File: config.mk
export PLATFORM = sky130hd
export DESIGN_NAME = keycode_event_unit_flat
export DESIGN_NICKNAME = d
export VERILOG_FILES = /design/src/rtl/keycode_event_unit_if.sv /design/src/rtl/keycode_event_unit.sv /design/src/flat_wrapper.sv
export SDC_FILE = /design/constraint.sdc
export NUM_CORES = 1
export LEC_CHECK = 0
export CAP_MARGIN = 20
export CORE_AREA = 4 4 94 96
export CTS_BUF_LIST = sky130_fd_sc_hd__clkbuf_8
export DETAILED_ROUTE_END_ITERATION = 8
export DIE_AREA = 0 0 98 100
export PLACE_DENSITY = 0.85
export SLEW_MARGIN = 10
export SYNTH_ARGS = -nofsm -noshare
export SYNTH_HDL_FRONTEND = slang
export SYNTH_SLANG_ARGS = --single-unit
export TNS_END_PERCENT = 50
File: constraint.sdc
create_clock -name clk -period 5.3 [get_ports clk]
set_clock_uncertainty 0.1 [all_clocks]
set_input_delay 0.53 -clock clk [delete_from_list [all_inputs] [get_ports clk]]
set_output_delay 0.53 -clock clk [all_outputs]
set_load 0.02 [all_outputs]
File: src/rtl/keycode_event_unit_if.sv
// ---------------------------------------------------------------------------
// keycode_event_unit_if
//   Valid/ready event stream between keycode_event_unit (master) and the
//   game/meteor logic (slave).
//
//   evt_valid  master->slave  head of the event FIFO is present
//   evt_data   master->slave  [3]=1 press / 0 release, [2:0]=key index
//   evt_ready  slave->master  consumer takes the head when evt_valid is high
// ---------------------------------------------------------------------------
interface keycode_event_unit_if;
  logic       evt_valid;
  logic [3:0] evt_data;
  logic       evt_ready;

  modport master (
    output evt_valid,
    output evt_data,
    input  evt_ready
  );

  modport slave (
    input  evt_valid,
    input  evt_data,
    output evt_ready
  );
endinterface

File: src/rtl/keycode_event_unit.sv
// ---------------------------------------------------------------------------
// keycode_event_unit
//   Turns the 24-bit keycode PIO (three USB HID usage codes) into filtered
//   held levels for six game keys (W, A, S, D, SPACE, ESC), one-cycle
//   press/release pulses, and a serialized press/release event stream held
//   in a small show-ahead FIFO.
//
//   Ports
//     clk          system clock
//     rst          asynchronous active-high reset
//     keycode      PIO keycode bytes [7:0], [15:8], [23:16]; 0x00 = empty,
//                  0x01 = rollover (key state is frozen)
//     frame_tick   one-cycle pulse per video frame
//     key_held     accepted held vector, idx 0=W 1=A 2=S 3=D 4=SPACE 5=ESC
//     key_press    one-cycle pulse per key on accepted 0->1
//     key_release  one-cycle pulse per key on accepted 1->0
//     evt          event stream (master modport of keycode_event_unit_if)
//     evt_count    FIFO occupancy
//     overflow     sticky flag: an event was dropped because the FIFO was full
//     overflow_clr clears overflow (a drop in the same cycle wins)
//
//   Build option
//     AUTO_REPEAT_EN  when defined, holding SPACE re-queues a SPACE press
//                     event after REPEAT_DELAY frame ticks and then every
//                     REPEAT_PERIOD frame ticks (no key_press pulse for
//                     repeats). When undefined, SPACE yields one press event.
// ---------------------------------------------------------------------------
module keycode_event_unit #(
  parameter int STABLE_CYCLES = 4,
  parameter int FIFO_DEPTH    = 8,
  parameter int REPEAT_DELAY  = 20,
  parameter int REPEAT_PERIOD = 6
) (
  input  logic                        clk,
  input  logic                        rst,
  input  logic [23:0]                 keycode,
  input  logic                        frame_tick,
  output logic [5:0]                  key_held,
  output logic [5:0]                  key_press,
  output logic [5:0]                  key_release,
  keycode_event_unit_if.master        evt,
  output logic [$clog2(FIFO_DEPTH):0] evt_count,
  output logic                        overflow,
  input  logic                        overflow_clr
);

  localparam int AW = $clog2(FIFO_DEPTH);
  localparam int CW = AW + 1;
  localparam int SW = $clog2(STABLE_CYCLES + 1);

  // USB HID usage code of each game key, by key index.
  function automatic logic [7:0] key_code(input int idx);
    logic [7:0] code;
    case (idx)
      0:       code = 8'h1A; // W
      1:       code = 8'h04; // A
      2:       code = 8'h16; // S
      3:       code = 8'h07; // D
      4:       code = 8'h2C; // SPACE
      default: code = 8'h29; // ESC
    endcase
    return code;
  endfunction

  function automatic logic [2:0] onehot_to_idx(input logic [5:0] oh);
    logic [2:0] idx;
    idx = '0;
    for (int i = 0; i < 6; i++) begin
      if (oh[i]) idx = 3'(i);
    end
    return idx;
  endfunction

  // -------------------------------------------------------------------------
  // Input register and decode
  // -------------------------------------------------------------------------
  logic [23:0] kc_q, kc_d;
  logic [5:0]  cand_raw;
  logic [5:0]  cand;
  logic        rollover;
  logic [5:0]  key_held_q, key_held_d;

  assign kc_d = keycode;

  for (genvar gi = 0; gi < 6; gi++) begin : g_decode
    localparam logic [7:0] CODE = key_code(gi);
    assign cand_raw[gi] = (kc_q[7:0]   == CODE) |
                          (kc_q[15:8]  == CODE) |
                          (kc_q[23:16] == CODE);
  end

  assign rollover = (kc_q[7:0] == 8'h01) | (kc_q[15:8] == 8'h01) |
                    (kc_q[23:16] == 8'h01);

  // Rollover reports no usable key list, so hold the accepted state as-is.
  assign cand = rollover ? key_held_q : cand_raw;

  // -------------------------------------------------------------------------
  // Glitch filter
  // -------------------------------------------------------------------------
  logic [5:0]    last_cand_q, last_cand_d;
  logic [SW-1:0] stab_cnt_q, stab_cnt_d;
  logic [5:0]    key_press_q, key_press_d;
  logic [5:0]    key_release_q, key_release_d;

  always_comb begin
    last_cand_d   = last_cand_q;
    stab_cnt_d    = stab_cnt_q;
    key_held_d    = key_held_q;
    key_press_d   = '0;
    key_release_d = '0;
    if (cand != last_cand_q) begin
      last_cand_d = cand;
      stab_cnt_d  = '0;
    end else if (stab_cnt_q < SW'(STABLE_CYCLES - 1)) begin
      stab_cnt_d = stab_cnt_q + SW'(1);
    end else if (last_cand_q != key_held_q) begin
      // Stable long enough and different from what is held: accept.
      key_held_d    = last_cand_q;
      key_press_d   = last_cand_q & ~key_held_q;
      key_release_d = key_held_q & ~last_cand_q;
    end
  end

  // -------------------------------------------------------------------------
  // SPACE auto-repeat
  // -------------------------------------------------------------------------
  logic [5:0] rep_bits;

`ifdef AUTO_REPEAT_EN
  localparam int RW = $clog2(REPEAT_DELAY + 1);
  logic [RW-1:0] rep_cnt_q, rep_cnt_d;
  logic          rep_fire;

  always_comb begin
    rep_cnt_d = rep_cnt_q;
    rep_fire  = 1'b0;
    if (key_press_d[4] || key_release_d[4]) begin
      rep_cnt_d = '0;
    end else if (key_held_q[4] && frame_tick) begin
      if (rep_cnt_q == RW'(REPEAT_DELAY - 1)) begin
        // Reloading to DELAY-PERIOD makes every following repeat land
        // PERIOD ticks apart while reusing the same terminal compare.
        rep_fire  = 1'b1;
        rep_cnt_d = RW'(REPEAT_DELAY - REPEAT_PERIOD);
      end else begin
        rep_cnt_d = rep_cnt_q + RW'(1);
      end
    end
  end

  always_ff @(posedge clk or posedge rst) begin
    if (rst) rep_cnt_q <= '0;
    else     rep_cnt_q <= rep_cnt_d;
  end

  assign rep_bits = {1'b0, rep_fire, 4'b0000};
`else
  assign rep_bits = '0;
`endif

  // -------------------------------------------------------------------------
  // Pending masks and serializer (releases first, lowest index first)
  // -------------------------------------------------------------------------
  logic [5:0] pend_press_q, pend_press_d;
  logic [5:0] pend_rel_q, pend_rel_d;
  logic       sel_is_rel;
  logic [5:0] sel_src;
  logic [5:0] sel_onehot;
  logic       push_req;
  logic [3:0] push_data;

  always_comb begin
    sel_is_rel = |pend_rel_q;
    sel_src    = sel_is_rel ? pend_rel_q : pend_press_q;
    sel_onehot = sel_src & (~sel_src + 6'd1);
    push_req   = |sel_src;
    push_data  = {~sel_is_rel, onehot_to_idx(sel_onehot)};
    // The selected bit leaves whether or not the FIFO takes it; new bits
    // OR in afterwards so a fresh event is never masked by the clear.
    pend_rel_d   = (pend_rel_q & ~(sel_is_rel ? sel_onehot : 6'd0)) |
                   key_release_d;
    pend_press_d = (pend_press_q & ~(sel_is_rel ? 6'd0 : sel_onehot)) |
                   key_press_d | rep_bits;
  end

  // -------------------------------------------------------------------------
  // Show-ahead event FIFO
  // -------------------------------------------------------------------------
  logic [3:0]    fifo_mem [FIFO_DEPTH];
  logic [AW-1:0] wr_ptr_q, wr_ptr_d;
  logic [AW-1:0] rd_ptr_q, rd_ptr_d;
  logic [CW-1:0] count_q, count_d;
  logic          overflow_q, overflow_d;
  logic          fifo_valid;
  logic          fifo_full;
  logic          pop;
  logic          push;
  logic          drop;

  assign fifo_valid = (count_q != '0);
  assign fifo_full  = (count_q == CW'(FIFO_DEPTH));
  assign pop        = fifo_valid & evt.evt_ready;

  always_comb begin
    // A simultaneous pop frees the slot the push needs.
    push       = push_req & (~fifo_full | pop);
    drop       = push_req & fifo_full & ~pop;
    wr_ptr_d   = push ? wr_ptr_q + AW'(1) : wr_ptr_q;
    rd_ptr_d   = pop  ? rd_ptr_q + AW'(1) : rd_ptr_q;
    count_d    = count_q + CW'(push) - CW'(pop);
    overflow_d = overflow_q;
    if (drop)              overflow_d = 1'b1;
    else if (overflow_clr) overflow_d = 1'b0;
  end

  // Storage carries no reset; occupancy and pointers define what is valid.
  always_ff @(posedge clk) begin
    if (push) fifo_mem[wr_ptr_q] <= push_data;
  end

  // -------------------------------------------------------------------------
  // State registers
  // -------------------------------------------------------------------------
  always_ff @(posedge clk or posedge rst) begin
    if (rst) begin
      kc_q          <= '0;
      last_cand_q   <= '0;
      stab_cnt_q    <= '0;
      key_held_q    <= '0;
      key_press_q   <= '0;
      key_release_q <= '0;
      pend_press_q  <= '0;
      pend_rel_q    <= '0;
      wr_ptr_q      <= '0;
      rd_ptr_q      <= '0;
      count_q       <= '0;
      overflow_q    <= 1'b0;
    end else begin
      kc_q          <= kc_d;
      last_cand_q   <= last_cand_d;
      stab_cnt_q    <= stab_cnt_d;
      key_held_q    <= key_held_d;
      key_press_q   <= key_press_d;
      key_release_q <= key_release_d;
      pend_press_q  <= pend_press_d;
      pend_rel_q    <= pend_rel_d;
      wr_ptr_q      <= wr_ptr_d;
      rd_ptr_q      <= rd_ptr_d;
      count_q       <= count_d;
      overflow_q    <= overflow_d;
    end
  end

  // -------------------------------------------------------------------------
  // Outputs
  // -------------------------------------------------------------------------
  assign key_held      = key_held_q;
  assign key_press     = key_press_q;
  assign key_release   = key_release_q;
  assign evt.evt_valid = fifo_valid;
  assign evt.evt_data  = fifo_valid ? fifo_mem[rd_ptr_q] : 4'h0;
  assign evt_count     = count_q;
  assign overflow      = overflow_q;

endmodule

File: src/flat_wrapper.sv
// flat-port wrapper written by rule: the top's interface ports become plain ports
module keycode_event_unit_flat 
#(
  parameter int STABLE_CYCLES = 4,
  parameter int FIFO_DEPTH    = 8,
  parameter int REPEAT_DELAY  = 20,
  parameter int REPEAT_PERIOD = 6
)
  (clk, rst, keycode, frame_tick, key_held, key_press, key_release, evt_count, overflow, overflow_clr, evt_evt_valid, evt_evt_data, evt_evt_ready);
  keycode_event_unit_if evt_i ();
  input  logic clk;
  input  logic rst;
  input  logic [23:0] keycode;
  input  logic frame_tick;
  output logic [5:0] key_held;
  output logic [5:0] key_press;
  output logic [5:0] key_release;
  output logic [$clog2(FIFO_DEPTH):0] evt_count;
  output logic overflow;
  input  logic overflow_clr;
  output wire logic [$bits(evt_i.evt_valid)-1:0] evt_evt_valid;
  output wire logic [$bits(evt_i.evt_data)-1:0] evt_evt_data;
  input wire logic [$bits(evt_i.evt_ready)-1:0] evt_evt_ready;
  assign evt_evt_valid = evt_i.evt_valid;
  assign evt_evt_data = evt_i.evt_data;
  assign evt_i.evt_ready = evt_evt_ready;
  keycode_event_unit #(.STABLE_CYCLES(STABLE_CYCLES), .FIFO_DEPTH(FIFO_DEPTH), .REPEAT_DELAY(REPEAT_DELAY), .REPEAT_PERIOD(REPEAT_PERIOD)) u_core (.clk(clk), .rst(rst), .keycode(keycode), .frame_tick(frame_tick), .key_held(key_held), .key_press(key_press), .key_release(key_release), .evt(evt_i), .evt_count(evt_count), .overflow(overflow), .overflow_clr(overflow_clr));
endmodule
==> summary.md <==
| Metric | Value |
|---|---|
| Status | complete, no violations |
| Max_cap viols | 0 |
| Boundary pin count | 57 |
| Rel. slew slack | 39.3% |
| Root Driver | clkbuf_8 |
| Via density | 5.73 |
| Crit-path slowest cell | and3_1 |
| Placed cell areas | 5310 sq um |
| Critical path peak fanout | 14 |
| Worst-Margin Slew | 0.901 ns |
| Routed WL per cell | 16.7 um |
| Total number of vias | 3019 |
| Ys async rst share | 69.8% |
| Final TNS setup | 0 ns |
| Initial antenna violation count | 0 |
| Post-DRT Antenna Nets | 0 |
| Layout overhead on the synthesized area | 18.2% |
| Clock buffer depth | 2 |
| Largest net degree at the start of global routing | 39 |
| Fmax | 301 MHz |
| GP Congestion | 0.859 |
| Kind of critical path | flop to flop |
| Hold buffer count at cts | 0 |
| First-pass GRT wire length | 14900 um |
| Final Cell Area | 5540 sq um |
| Tmin final | 3.32 ns |
| Crit start category | flop |
| Worst setup path start | u_core.kc_q[15] |
| Port bufs | 55 |
| Final number of setup-violating endpoints | 0 |
| Mapped cell area | 4680 sq um |
| Required time of the critical path | 5.48 ns |
| Core Box Area | 8050 sq um |
| Post-CTS Setup Inserts | 0 |
| Post-CTS sizing | 0 |
| # H-tree levels | 3 |
| Yosys cell types | 52 |
| Ant. Diodes | 0 |
| Layout cells sized above 1 | 8.53% |
| Initial Utilization | 58.2% |
| CTS Sinks | 106 |
| DRC viols | 0 |
| Gr ovfl total | 0 |
| Post-synth EDFFs | 32 |
| Chip Height | 100 um |
| Total GRT Usage | 19.4% |
| CP Depth | 8 |
| Initial DRC count | 166 |
| Hold Path Depth | 1 |
| Prevailing post-synth register cell | dfrtp_1 |
| Worst min path class | flop to flop |
| R2R Path Start | u_core.kc_q[15] |
| Slowest stage delay, CP | 0.60 ns |
| Clk pin slew, worst setup/hold paths | 0.10 ns |
| Mapped Cells | 357 |
| Multi-input logic area | 1700 sq um |
| Peak VDD IR | 0.000167 V |
| Hold path startpoint | u_core.wr_ptr_q[2] |
| Drt pass-1 iters | 4 |
| WP buf/inv | 0 |
| Tcrit/Tclk final | 62.7% |
| Reg2reg path depth | 8 |
| Synth Area per Inst | 13.1 sq um |
| Power Density | 407 nW/um^2 |
| Yosys warns | 0 |
| CP top delay family | simple AND/OR/NAND/NOR gates |
| Worst skew pair latency | 0.37 ns |
| Pins Over Slew Limit | 0 |
| Fin nets | 468 |
| CTS tree | built |
| Total Routed Length | 8800 um |
| Worst-path cell chain | nor2_1 > nand4_1 > and3_4 > or3_1 > a211oi_1 > and4_1 > and3_1 > mux2i_1 |
| RSZ-0062 raised after global routing | false |
| Layout fillers | 574 |
| LEAKAGE | 2.42 nW |
| FF/Latch Area | 2810 sq um |
| Number of global-route vias before repair | 3193 |
| FF+latch count, synth | 106 |
| Row Count | 33 |
| Synth Net Count | 408 |
| Hpwl dp | 6730 um |
| Crit end category | flop |
| Die area | 9800 sq um |
| Die X | 98 um |
| Clock buffer count from CTS | 9 |
| Post-synthesis sequential area ratio | 60.1% |
| Crit path DAT | 3.50 ns |
| Final Hold Violating Endpoints | 0 |
layout by cell type (no fill, tap or decap), drive strengths merged, types with 3 or more instances in the layout:
cell	n
nand4	5
dfrtp	74
clkdlybuf4s50	55
and2	7
nor2	27
edfxtp	32
a21oi	7
a21o	6
nand2b	10
xnor2	5
ha	21
mux4	8
o22ai	3
and3	10
clkbuf	9
a31oi	5
nand3	12
nor4b	6
a22o	3
inv	33
o21ai	11
mux2	3
nand2	14
nor3	5
nor4bb	5
a211oi	3
mux2i	13
report_power, final:
part	internal [mW]	total, mW	switching (mW)
clock network	0.269	0.539	0.270
registers	0.943	1.06	0.119
logic	0.322	0.651	0.328
cells by family (layout without fill, tap and decap cells):
| family | Yosys count | count (layout) | synth area share (%) |
|---|---|---|---|
| AO/OA/AOI/OAI | 51 | 51 | 7.37 |
| flip-flops | 106 | 106 | 60.1 |
| adder cells (fa/ha/maj) | 22 | 22 | 6.04 |
| multiplexers | 24 | 24 | 7.35 |
| XOR/XNOR | 7 | 7 | 1.31 |
| AND/OR/NAND/NOR | 111 | 111 | 14.3 |
| buffers and inverters | 36 | 101 | 3.58 |
state kept, by name, indices dropped and copies added, names as in the netlist, 4 cells and up:
register	count
u_core.evt_count	4
u_core.fifo_mem	32
u_core.kc_q	24
u_core.key_held	6
u_core.key_press	6
u_core.key_release	6
u_core.last_cand_q	6
u_core.pend_press_q	6
u_core.pend_rel_q	6
worst register-to-register path, cell delays in order (launching register included):
cell,delay (ns)
dfrtp_1,0.39
nor2_1,0.27
nand4_1,0.29
and3_4,0.31
or3_1,0.38
a211oi_1,0.19
and4_1,0.40
and3_1,0.60
mux2i_1,0.30
layout make-up:
| type | count | area share, % |
|---|---|---|
| multi-input cells | 215 | 30.8 |
| clock inverters | 7 | 1.76 |
| repair buffers | 56 | 10.1 |
| inverters | 29 | 1.97 |
| well taps | 105 | 2.37 |
| clock buffers | 9 | 2.24 |
| flip-flops and latches | 106 | 50.8 |
per-layer routing:
| metal | vias up | wire [um] | global-route usage, % |
|---|---|---|---|
| li1 | 1415 | - | - |
| met1 | 1493 | 3360 | 21.3 |
| met3 | 21 | 400 | 3.96 |
| met2 | 90 | 4840 | 36.4 |
| met4 | 0 | 197 | 8.20 |
| met5 | - | 0 | 0 |
final timing paths:
kind                       slack [ns]                  end
max in group asynchronous        3.66      u_core.kc_q[21]
hold / removal                   0.41   u_core.wr_ptr_q[2]
setup / recovery                 1.98   u_core.key_held[1]
hold reg to reg                  0.41   u_core.wr_ptr_q[2]
min in group asynchronous        0.51  u_core.evt_count[3]
setup reg to reg                 1.98   u_core.key_held[1]
metrics by stage:
stage	instances	power (mW)	utilization [%]	hold slack [ns]	setup WS, ns
floorplan	357	1.51	-	0.357	2.78
global placement	511	1.69	66.0	0.380	2.11
detailed placement	511	1.74	66.0	0.385	2.03
CTS	527	2.27	68.7	0.404	1.97
global route	527	2.38	68.7	0.433	1.68
finish	527	2.25	68.7	0.406	1.98
synthesized netlist by cell type, drive strengths merged (2+ instances only):
cell	instances	area, sq um
a211o	2	17.5
a211oi	3	22.5
a21o	6	45.0
a21oi	7	35.0
a221o	2	20.0
a22o	3	26.3
a22oi	2	15.0
a31oi	5	31.3
and2	7	43.8
and3	10	67.6
and4	2	17.5
and4bb	2	25.0
buf	3	42.5
clkbuf	4	16.3
dfrtp	74	1850
edfxtp	32	961
ha	21	263
inv	29	109
mux2	3	33.8
mux2i	13	130
mux4	8	180
nand2	14	55.1
nand2b	10	62.6
nand3	12	60.1
nand4	5	31.3
nand4b	2	17.5
nor2	27	101
nor2b	2	12.5
nor3	5	30.0
nor4b	6	67.6
nor4bb	5	50.1
o21ai	11	55.1
o22ai	3	18.8
xnor2	5	43.8
xor2	2	17.5
No activity file was read; power rests on OpenSTA's default activity.
